`config.mk`:
```
export PLATFORM = sky130hd
export DESIGN_NAME = uart_pcore_flat
export DESIGN_NICKNAME = d
export VERILOG_FILES = /design/src/rtl/uart_pkg.sv /design/src/rtl/uart_pcore_if.sv /design/src/rtl/uart_bit_timer.sv /design/src/rtl/uart_pcore.sv /design/src/flat_wrapper.sv
export SDC_FILE = /design/constraint.sdc
export NUM_CORES = 1
export LEC_CHECK = 0
export ABC_AREA = 1
export BUFFER_PORTS_ARGS = -buffer_cell sky130_fd_sc_hd__buf_2
export CORE_ASPECT_RATIO = 1.2
export CORE_MARGIN = 5
export CORE_UTILIZATION = 40
export DETAILED_ROUTE_END_ITERATION = 12
export GPL_ROUTABILITY_DRIVEN = 0
export PLACE_DENSITY = 0.62
export SKIP_CTS_REPAIR_TIMING = 1
export SLEW_MARGIN = 20
export SYNTH_ARGS = -nofsm -noshare
export SYNTH_HDL_FRONTEND = slang
export SYNTH_SLANG_ARGS = --single-unit
```
`constraint.sdc`:
```
create_clock -name clk -period 2.6 [get_ports clk]
set_input_delay 0.26 -clock clk [delete_from_list [all_inputs] [get_ports clk]]
set_output_delay 0.26 -clock clk [all_outputs]
set_load 0.02 [all_outputs]
```
`src/rtl/uart_pkg.sv`:
```
// Shared types and helpers for the uart_pcore transmitter/receiver pair.
package uart_pkg;

    typedef enum logic [1:0] {
        PAR_NONE = 2'd0,
        PAR_EVEN = 2'd1,
        PAR_ODD  = 2'd2
    } parity_e;

    typedef enum logic [2:0] {
        TX_IDLE   = 3'd0,
        TX_START  = 3'd1,
        TX_DATA   = 3'd2,
        TX_PARITY = 3'd3,
        TX_STOP   = 3'd4
    } tx_state_e;

    typedef enum logic [2:0] {
        RX_IDLE   = 3'd0,
        RX_START  = 3'd1,
        RX_DATA   = 3'd2,
        RX_PARITY = 3'd3,
        RX_STOP   = 3'd4,
        RX_BREAK  = 3'd5
    } rx_state_e;

    localparam int MAX_DATA_BITS = 9;

    // Callers zero-extend narrower words, so the upper bits do not disturb the XOR.
    function automatic logic parity_of(input logic [MAX_DATA_BITS-1:0] data, input parity_e mode);
        return (^data) ^ (mode == PAR_ODD);
    endfunction

endpackage

```
`src/rtl/uart_pcore_if.sv`:
```
// Byte-side handshake and serial pins of uart_pcore bundled as one interface.
interface uart_pcore_if #(
    parameter int DATA_BITS = 8
);
    logic [DATA_BITS-1:0] tx_data;
    logic                 tx_valid;
    logic                 tx_ready;
    logic                 tx;
    logic                 rx;
    logic [DATA_BITS-1:0] rx_data;
    logic                 rx_valid;
    logic                 rx_parity_err;
    logic                 rx_frame_err;

    modport master (
        output tx_data, tx_valid, rx,
        input  tx_ready, tx, rx_data, rx_valid, rx_parity_err, rx_frame_err
    );

    modport slave (
        input  tx_data, tx_valid, rx,
        output tx_ready, tx, rx_data, rx_valid, rx_parity_err, rx_frame_err
    );
endinterface

```
`src/rtl/uart_bit_timer.sv`:
```
// Free-running bit-period counter: mid pulse at period/2, end pulse at period, wraps on end.
module uart_bit_timer #(
    parameter int CNT_W = 8
) (
    input  logic             clk,
    input  logic             rst,
    input  logic             i_restart,
    input  logic [CNT_W-1:0] i_period,
    output logic             o_mid,
    output logic             o_end
);
    logic [CNT_W-1:0] r_cnt;
    logic [CNT_W-1:0] w_last;
    logic [CNT_W-1:0] w_half;

    assign w_last = i_period - CNT_W'(1);
    assign w_half = (i_period >> 1) - CNT_W'(1);
    assign o_end  = (r_cnt == w_last);
    assign o_mid  = (r_cnt == w_half);

    always_ff @(posedge clk or posedge rst) begin
        if (rst) begin
            r_cnt <= '0;
        end else if (i_restart || o_end) begin
            r_cnt <= '0;
        end else begin
            r_cnt <= r_cnt + CNT_W'(1);
        end
    end
endmodule

```
`src/rtl/uart_pcore.sv`:
```
// Full-duplex UART core with configurable frame format; TX and RX share only the clock.
module uart_pcore
    import uart_pkg::*;
#(
    parameter int CLK_FREQ  = 1000000,
    parameter int BAUD_RATE = 9600,
    parameter int DATA_BITS = 8,
    parameter int PARITY    = 0,
    parameter int STOP_BITS = 1
) (
    input  logic         clk,
    input  logic         rst,
    uart_pcore_if.slave  bus
);
    localparam int               BIT_CYC   = CLK_FREQ / BAUD_RATE;
    localparam int               CNT_W     = $clog2(BIT_CYC) + 1;
    localparam logic [CNT_W-1:0] PERIOD    = CNT_W'(BIT_CYC);
    localparam parity_e          PAR_MODE  = parity_e'(2'(PARITY));
    localparam logic [3:0]       LAST_BIT  = 4'(DATA_BITS - 1);
    localparam logic             LAST_STOP = (STOP_BITS == 2);

    localparam logic [2:0] S_TX_IDLE   = TX_IDLE;
    localparam logic [2:0] S_TX_START  = TX_START;
    localparam logic [2:0] S_TX_DATA   = TX_DATA;
    localparam logic [2:0] S_TX_PARITY = TX_PARITY;
    localparam logic [2:0] S_TX_STOP   = TX_STOP;
    localparam logic [2:0] S_RX_IDLE   = RX_IDLE;
    localparam logic [2:0] S_RX_START  = RX_START;
    localparam logic [2:0] S_RX_DATA   = RX_DATA;
    localparam logic [2:0] S_RX_PARITY = RX_PARITY;
    localparam logic [2:0] S_RX_STOP   = RX_STOP;
    localparam logic [2:0] S_RX_BREAK  = RX_BREAK;

    if (BIT_CYC < 4) begin : g_chk_baud
        $error("uart_pcore: CLK_FREQ/BAUD_RATE must be at least 4");
    end
    if (DATA_BITS < 5 || DATA_BITS > 9) begin : g_chk_data
        $error("uart_pcore: DATA_BITS must be 5..9");
    end
    if (PARITY < 0 || PARITY > 2) begin : g_chk_par
        $error("uart_pcore: PARITY must be 0, 1 or 2");
    end
    if (STOP_BITS != 1 && STOP_BITS != 2) begin : g_chk_stop
        $error("uart_pcore: STOP_BITS must be 1 or 2");
    end

    logic                 r_tx_ready;
    logic                 r_tx;
    logic [2:0]           r_tx_state;
    logic [3:0]           r_tx_bitcnt;
    logic                 r_tx_stop;
    logic [DATA_BITS-1:0] r_tx_shift;
    logic                 r_tx_par;
    logic                 w_tx_mid;
    logic                 w_tx_end;
    logic                 w_tx_last_stop;
    logic                 w_tx_accept;

    // A held tx_valid is taken on the edge that ends the last stop bit, chaining frames gap-free.
    assign w_tx_last_stop = (r_tx_state == S_TX_STOP) && w_tx_end && (r_tx_stop == LAST_STOP);
    assign w_tx_accept    = bus.tx_valid && (r_tx_ready || w_tx_last_stop);

    uart_bit_timer #(.CNT_W(CNT_W)) u_tx_timer (
        .clk       (clk),
        .rst       (rst),
        .i_restart (w_tx_accept),
        .i_period  (PERIOD),
        .o_mid     (w_tx_mid),
        .o_end     (w_tx_end)
    );

    always_ff @(posedge clk or posedge rst) begin
        if (rst) begin
            r_tx_state  <= S_TX_IDLE;
            r_tx_ready  <= 1'b1;
            r_tx        <= 1'b1;
            r_tx_bitcnt <= '0;
            r_tx_stop   <= 1'b0;
        end else if (w_tx_accept) begin
            r_tx_state <= S_TX_START;
            r_tx_ready <= 1'b0;
            r_tx       <= 1'b0;
        end else if (w_tx_end) begin
            case (r_tx_state)
                S_TX_START: begin
                    r_tx        <= r_tx_shift[0];
                    r_tx_bitcnt <= '0;
                    r_tx_state  <= S_TX_DATA;
                end
                S_TX_DATA: begin
                    if (r_tx_bitcnt == LAST_BIT) begin
                        if (PAR_MODE != PAR_NONE) begin
                            r_tx       <= r_tx_par;
                            r_tx_state <= S_TX_PARITY;
                        end else begin
                            r_tx       <= 1'b1;
                            r_tx_stop  <= 1'b0;
                            r_tx_state <= S_TX_STOP;
                        end
                    end else begin
                        r_tx        <= r_tx_shift[1];
                        r_tx_bitcnt <= r_tx_bitcnt + 4'd1;
                    end
                end
                S_TX_PARITY: begin
                    r_tx       <= 1'b1;
                    r_tx_stop  <= 1'b0;
                    r_tx_state <= S_TX_STOP;
                end
                S_TX_STOP: begin
                    if (r_tx_stop == LAST_STOP) begin
                        r_tx_ready <= 1'b1;
                        r_tx_state <= S_TX_IDLE;
                    end else begin
                        r_tx_stop <= 1'b1;
                    end
                end
                default: r_tx_state <= S_TX_IDLE;
            endcase
        end
    end

    always_ff @(posedge clk) begin
        if (w_tx_accept) begin
            r_tx_shift <= bus.tx_data;
            r_tx_par   <= parity_of(MAX_DATA_BITS'(bus.tx_data), PAR_MODE);
        end else if (r_tx_state == S_TX_DATA && w_tx_end) begin
            r_tx_shift <= r_tx_shift >> 1;
        end
    end

    assign bus.tx_ready = r_tx_ready;
    assign bus.tx       = r_tx;

    logic                 r_rx_s1;
    logic                 r_rx_s2;
    logic                 r_rxs_d;
    logic [2:0]           r_rx_state;
    logic [3:0]           r_rx_bitcnt;
    logic [DATA_BITS-1:0] r_rx_data;
    logic                 r_rx_valid;
    logic                 r_rx_perr;
    logic                 r_rx_ferr;
    logic [DATA_BITS-1:0] r_rx_shift;
    logic                 r_rx_parbit;
    logic                 w_rxs;
    logic                 w_rx_restart;
    logic                 w_rx_mid;
    logic                 w_rx_end;

    assign w_rxs        = r_rx_s2;
    assign w_rx_restart = (r_rx_state == S_RX_IDLE) && r_rxs_d && !w_rxs;

    uart_bit_timer #(.CNT_W(CNT_W)) u_rx_timer (
        .clk       (clk),
        .rst       (rst),
        .i_restart (w_rx_restart),
        .i_period  (PERIOD),
        .o_mid     (w_rx_mid),
        .o_end     (w_rx_end)
    );

    logic w_unused_pulses;
    assign w_unused_pulses = &{1'b0, w_tx_mid, w_rx_end};

    always_ff @(posedge clk or posedge rst) begin
        if (rst) begin
            r_rx_s1     <= 1'b1;
            r_rx_s2     <= 1'b1;
            r_rxs_d     <= 1'b1;
            r_rx_state  <= S_RX_IDLE;
            r_rx_bitcnt <= '0;
            r_rx_data   <= '0;
            r_rx_valid  <= 1'b0;
            r_rx_perr   <= 1'b0;
            r_rx_ferr   <= 1'b0;
        end else begin
            r_rx_s1    <= bus.rx;
            r_rx_s2    <= r_rx_s1;
            r_rxs_d    <= w_rxs;
            r_rx_valid <= 1'b0;
            case (r_rx_state)
                S_RX_IDLE: begin
                    if (w_rx_restart) r_rx_state <= S_RX_START;
                end
                S_RX_START: begin
                    if (w_rx_mid) begin
                        r_rx_bitcnt <= '0;
                        r_rx_state  <= w_rxs ? S_RX_IDLE : S_RX_DATA;
                    end
                end
                S_RX_DATA: begin
                    if (w_rx_mid) begin
                        if (r_rx_bitcnt == LAST_BIT) begin
                            r_rx_state <= (PAR_MODE != PAR_NONE) ? S_RX_PARITY : S_RX_STOP;
                        end else begin
                            r_rx_bitcnt <= r_rx_bitcnt + 4'd1;
                        end
                    end
                end
                S_RX_PARITY: begin
                    if (w_rx_mid) r_rx_state <= S_RX_STOP;
                end
                S_RX_STOP: begin
                    if (w_rx_mid) begin
                        r_rx_data  <= r_rx_shift;
                        r_rx_valid <= 1'b1;
                        r_rx_perr  <= (PAR_MODE != PAR_NONE) &&
                                      (r_rx_parbit != parity_of(MAX_DATA_BITS'(r_rx_shift), PAR_MODE));
                        r_rx_ferr  <= !w_rxs;
                        r_rx_state <= w_rxs ? S_RX_IDLE : S_RX_BREAK;
                    end
                end
                // Hold here while the line stays low so a break yields a single frame.
                S_RX_BREAK: begin
                    if (w_rxs) r_rx_state <= S_RX_IDLE;
                end
                default: r_rx_state <= S_RX_IDLE;
            endcase
        end
    end

    always_ff @(posedge clk) begin
        if (r_rx_state == S_RX_DATA && w_rx_mid) begin
            r_rx_shift <= {w_rxs, r_rx_shift[DATA_BITS-1:1]};
        end
        if (r_rx_state == S_RX_PARITY && w_rx_mid) begin
            r_rx_parbit <= w_rxs;
        end
    end

    assign bus.rx_data       = r_rx_data;
    assign bus.rx_valid      = r_rx_valid;
    assign bus.rx_parity_err = r_rx_perr;
    assign bus.rx_frame_err  = r_rx_ferr;
endmodule

```
`src/flat_wrapper.sv`:
```
// flat-port wrapper written by rule: the top's interface ports become plain ports
module uart_pcore_flat import uart_pkg::*;
#(
    parameter int CLK_FREQ  = 1000000,
    parameter int BAUD_RATE = 9600,
    parameter int DATA_BITS = 8,
    parameter int PARITY    = 0,
    parameter int STOP_BITS = 1
)
  (clk, rst, bus_tx_data, bus_tx_valid, bus_rx, bus_tx_ready, bus_tx, bus_rx_data, bus_rx_valid, bus_rx_parity_err, bus_rx_frame_err);
  uart_pcore_if #(.DATA_BITS(DATA_BITS)) bus_i ();
  input  logic clk;
  input  logic rst;
  input wire logic [$bits(bus_i.tx_data)-1:0] bus_tx_data;
  input wire logic [$bits(bus_i.tx_valid)-1:0] bus_tx_valid;
  input wire logic [$bits(bus_i.rx)-1:0] bus_rx;
  output wire logic [$bits(bus_i.tx_ready)-1:0] bus_tx_ready;
  output wire logic [$bits(bus_i.tx)-1:0] bus_tx;
  output wire logic [$bits(bus_i.rx_data)-1:0] bus_rx_data;
  output wire logic [$bits(bus_i.rx_valid)-1:0] bus_rx_valid;
  output wire logic [$bits(bus_i.rx_parity_err)-1:0] bus_rx_parity_err;
  output wire logic [$bits(bus_i.rx_frame_err)-1:0] bus_rx_frame_err;
  assign bus_i.tx_data = bus_tx_data;
  assign bus_i.tx_valid = bus_tx_valid;
  assign bus_i.rx = bus_rx;
  assign bus_tx_ready = bus_i.tx_ready;
  assign bus_tx = bus_i.tx;
  assign bus_rx_data = bus_i.rx_data;
  assign bus_rx_valid = bus_i.rx_valid;
  assign bus_rx_parity_err = bus_i.rx_parity_err;
  assign bus_rx_frame_err = bus_i.rx_frame_err;
  uart_pcore #(.CLK_FREQ(CLK_FREQ), .BAUD_RATE(BAUD_RATE), .DATA_BITS(DATA_BITS), .PARITY(PARITY), .STOP_BITS(STOP_BITS)) u_core (.clk(clk), .rst(rst), .bus(bus_i));
endmodule
```
==> qor.csv <==
stage;metric;value;unit
clock_network;number of buffers added by the clock tree synthesis step;9;
routing;via-per-instance ratio;4.636;
final_layout;area of the multi-input gates;999.7;µm²
setup_path;Crit. path cell count;7;
logic_synthesis;sequential fraction of the synthesis area;0.5878;
timing;relative max-transition margin;0.3766;
logic_synthesis;count of distinct cell types in the synthesized netlist;31;
setup_path;crit-path max FO;18;
worst_hold_path;worst min-delay path category;input pin to flop;
setup_path;crit-path most repeated cell;nand2_1;
routing;wire length reported by the detailed router;4.668;mm
global_routing;total routing usage reported by global routing;0.1255;
logic_synthesis;synthesis warning total;0;
routing;DR DRC count;0;
timing;unrepaired setup endpoints after global routing;no;
timing;count of pins over their slew limit;0;
timing;final total negative setup slack;0;ns
logic_synthesis;number of nets produced by synthesis;318;
setup_path;largest incremental delay on the critical path;0.49;ns
final_layout;post-route standard cell area excluding fillers;3138;µm²
timing;final worst clock skew;0.008689;ns
setup_path;crit path capture type;flop;
routing;routed wirelength normalized by instance count;10.96;µm
setup_path;FF-to-FF Start;u_core.u_tx_timer.r_cnt[0];
floorplan;floorplan die width;85.61;µm
outcome;status;completed;
final_layout;Synth-to-Final Area Change;14.36;%
run;max-capacitance violation count;0;
setup_path;kind of launch point of the worst setup path;flop;
global_routing;initial antenna violation count;0;
final_layout;most frequent cells in the layout;nand2_1 (101), dfrtp_1 (40), nor2_1 (32);
routing;number of design-rule violations left by the first detailed-router iteration;80;
final_layout;number of inserted filler cells in the final layout;697;
floorplan;die area;8623;µm²
floorplan;Die Y-Extent;100.7;µm
place;number of port buffers;23;
setup_path;crit path capture;u_core.r_tx_shift[1];
clock_network;CTS tree;done;
routing;metal3 WL;137;µm
logic_synthesis;average cell area after synthesis;9.086;µm²
floorplan;I/O pins;25;
final_layout;leading cell type in the layout, fill and taps excluded;nand2_1;
setup_path;total buffers and inverters traversed by the critical path;0;
power_and_ir_drop;worst vdd ir;0.0003167;V
clock_network;Longest Clk Path Bufs;2;
global_routing;total gr overflow;0;
setup_path;critical path's top delay family;simple AND/OR/NAND/NOR gates;
timing;post-route worst hold slack;0.07319;ns
timing;final count of negative-setup-slack endpoints;0;
setup_path;Critical Path RT;2.56;ns
global_routing;first-pass GRT wire length;8.562;mm
clock_network;number of clock sinks seen by CTS;61;
clock_network;cell at the root of the clock tree;clkbuf_8;
routing;top routing layer in use;met4;
setup_path;crit path launch;u_core.u_tx_timer.r_cnt[0];
place;DP Wirelength;3.274;mm
setup_path;worst reg2reg endpoint;u_core.r_tx_shift[1];
setup_path;arrival time reported for the critical path endpoint;2.05;ns
logic_synthesis;number of cells produced by synthesis;302;
routing;residual antenna-violating net count after detailed routing;0;
floorplan;Row Count;33;
timing;actual slew at the worst max-slew pin;0.9337;ns
setup_path;critical path type;flop to flop;
floorplan;area of the core;6771;µm²
routing;total vias in the final route;1975;
power_and_ir_drop;total leakage power;1.546;nW
timing;part of the cycle the worst path needs;0.8054;
timing;Fmax achieved;477.6;MHz
setup_path;setup slack on the worst flop-to-flop path;0.51;ns
clock_network;total number of H-tree levels;3;
setup_path;slowest cell on the critical path;o21ai_1;
final_layout;n_diodes;0;
clock_network;Clk pin slew, worst setup/hold paths;0.07;ns
final_layout;number of nets at the end of the flow;350;
timing;Period minus WS final;2.094;ns
clock_network;clock latency reported for the late side of the worst-skew pair;0.33;ns
power_and_ir_drop;power density relative to cell area;869.2;nW/µm²
timing;hold violation count in the final report;0;
floorplan;Initial Util;0.4052;
routing;drt pass-1 iters;4;
global_routing;via count of the first global-routing pass;2002;
setup_path;ordered cell list for the critical path;ha_1, nand2_1, nor2_2, nand3_1, nand2_1, nand2_2, o21ai_1;
final_layout;Sequential cell area;1613;µm²
routing;routed metal-1 wirelength;2.087;mm
logic_synthesis;post-synthesis register bit count;61;
place;cell area reported after detailed placement;2938;µm²
setup_path;worst reg2reg path depth;7;
global_routing;maximum number of pins on one net before global-route repair;46;
final_layout;fraction of final layout cells sized beyond drive strength 1;0.1888;
logic_synthesis;Synth Cell Area;2744;µm²
routing;met2 layer wire length in the routed design;2.366;mm
[metal layers]
layer | vias to the layer above | GRT usage
li1 | 1031 | -
met1 | 916 | 0.1467
met2 | 21 | 0.2099
met3 | 7 | 0.03679
met4 | 0 | 0.06212
met5 | - | 0
[per-stage QoR]
step,total power [mW],utilization,std cells,worst slack (ns)
6_report,2.728,0.4634,426,0.5060
5_1_grt,2.960,0.4634,426,0.2785
4_1_cts,2.769,0.4619,425,0.2732
3_5_place_dp,1.952,0.4339,409,0.2878
3_3_place_gp,1.935,0.4339,409,0.3966
2_1_floorplan,1.807,-,302,0.6985
[synthesized netlist by cell type]
cell / count / share of area
a21oi_1: 4 / 0.0073
a21oi_2: 2 / 0.0064
buf_4: 1 / 0.0027
buf_6: 2 / 0.0082
conb_1: 1 / 0.0014
dfrtp_1: 40 / 0.36
dfstp_2: 5 / 0.048
edfxtp_1: 16 / 0.18
ha_1: 4 / 0.018
inv_1: 21 / 0.029
inv_2: 6 / 0.0082
nand2_1: 101 / 0.14
nand2_2: 4 / 0.0091
nand3_1: 17 / 0.031
nand3_2: 1 / 0.0036
nand3b_1: 3 / 0.0082
nand4_1: 3 / 0.0068
nor2_1: 32 / 0.044
nor2_2: 3 / 0.0068
nor3_1: 5 / 0.0091
nor3_2: 1 / 0.0036
nor3b_1: 2 / 0.0055
o21a_1: 1 / 0.0027
o21ai_0: 11 / 0.020
o21ai_1: 4 / 0.0073
o21ai_2: 1 / 0.0032
o21bai_1: 1 / 0.0027
o22ai_1: 1 / 0.0023
or2_2: 2 / 0.0046
or2_4: 1 / 0.0032
xor2_1: 6 / 0.019
[power by group]
group          switching (mW)  internal, mW  total [mW]
combinational           0.423         0.240       0.663
sequential              0.117          1.15        1.26
clock                   0.367         0.435       0.802
total                   0.907          1.82        2.73
[how the worst min path moves through the flow]
stage / startpoint / cells past startpoint / endpoint
floorplan: bus_rx / 0 / u_core.r_rx_s1
global placement: u_core.r_rx_s1 / 0 / u_core.r_rx_s2
detailed placement: u_core.r_rx_s1 / 0 / u_core.r_rx_s2
CTS: bus_rx / 1 / u_core.r_rx_s1
global route: bus_tx_valid / 2 / u_core.bus.tx_ready
finish: bus_tx_valid / 2 / u_core.bus.tx_ready
[final cells by class]
type,instances,share of cell area
sequential,61,0.5140
tap,87,0.03469
clock inverter,7,0.02113
clock buffer,9,0.03947
inverter,27,0.03230
timing repair buffer,24,0.03987
multi-input combinational,211,0.3186
[state kept, by name (all words and copies together), names as in the netlist, 3 cells and up]
name	flops
u_core.u_rx_timer.r_cnt	8
u_core.r_rx_state	3
u_core.r_tx_state	3
u_core.u_tx_timer.r_cnt	8
u_core.r_tx_shift	8
u_core.bus.rx_data	8
u_core.r_rx_shift	8
u_core.r_tx_bitcnt	4
u_core.r_rx_bitcnt	4
[cells by family (layout without fill, tap and decap cells)]
group,count (synthesis),in the layout,share of synthesized area
AO/OA/AOI/OAI,25,25,0.05199
other,1,1,0.001367
adder cells (fa/ha/maj),4,4,0.01824
buffers and inverters,30,67,0.04788
XOR/XNOR,6,6,0.01915
AND/OR/NAND/NOR,175,175,0.2736
flip-flops,61,61,0.5878
(Power assumes the default switching activity.)
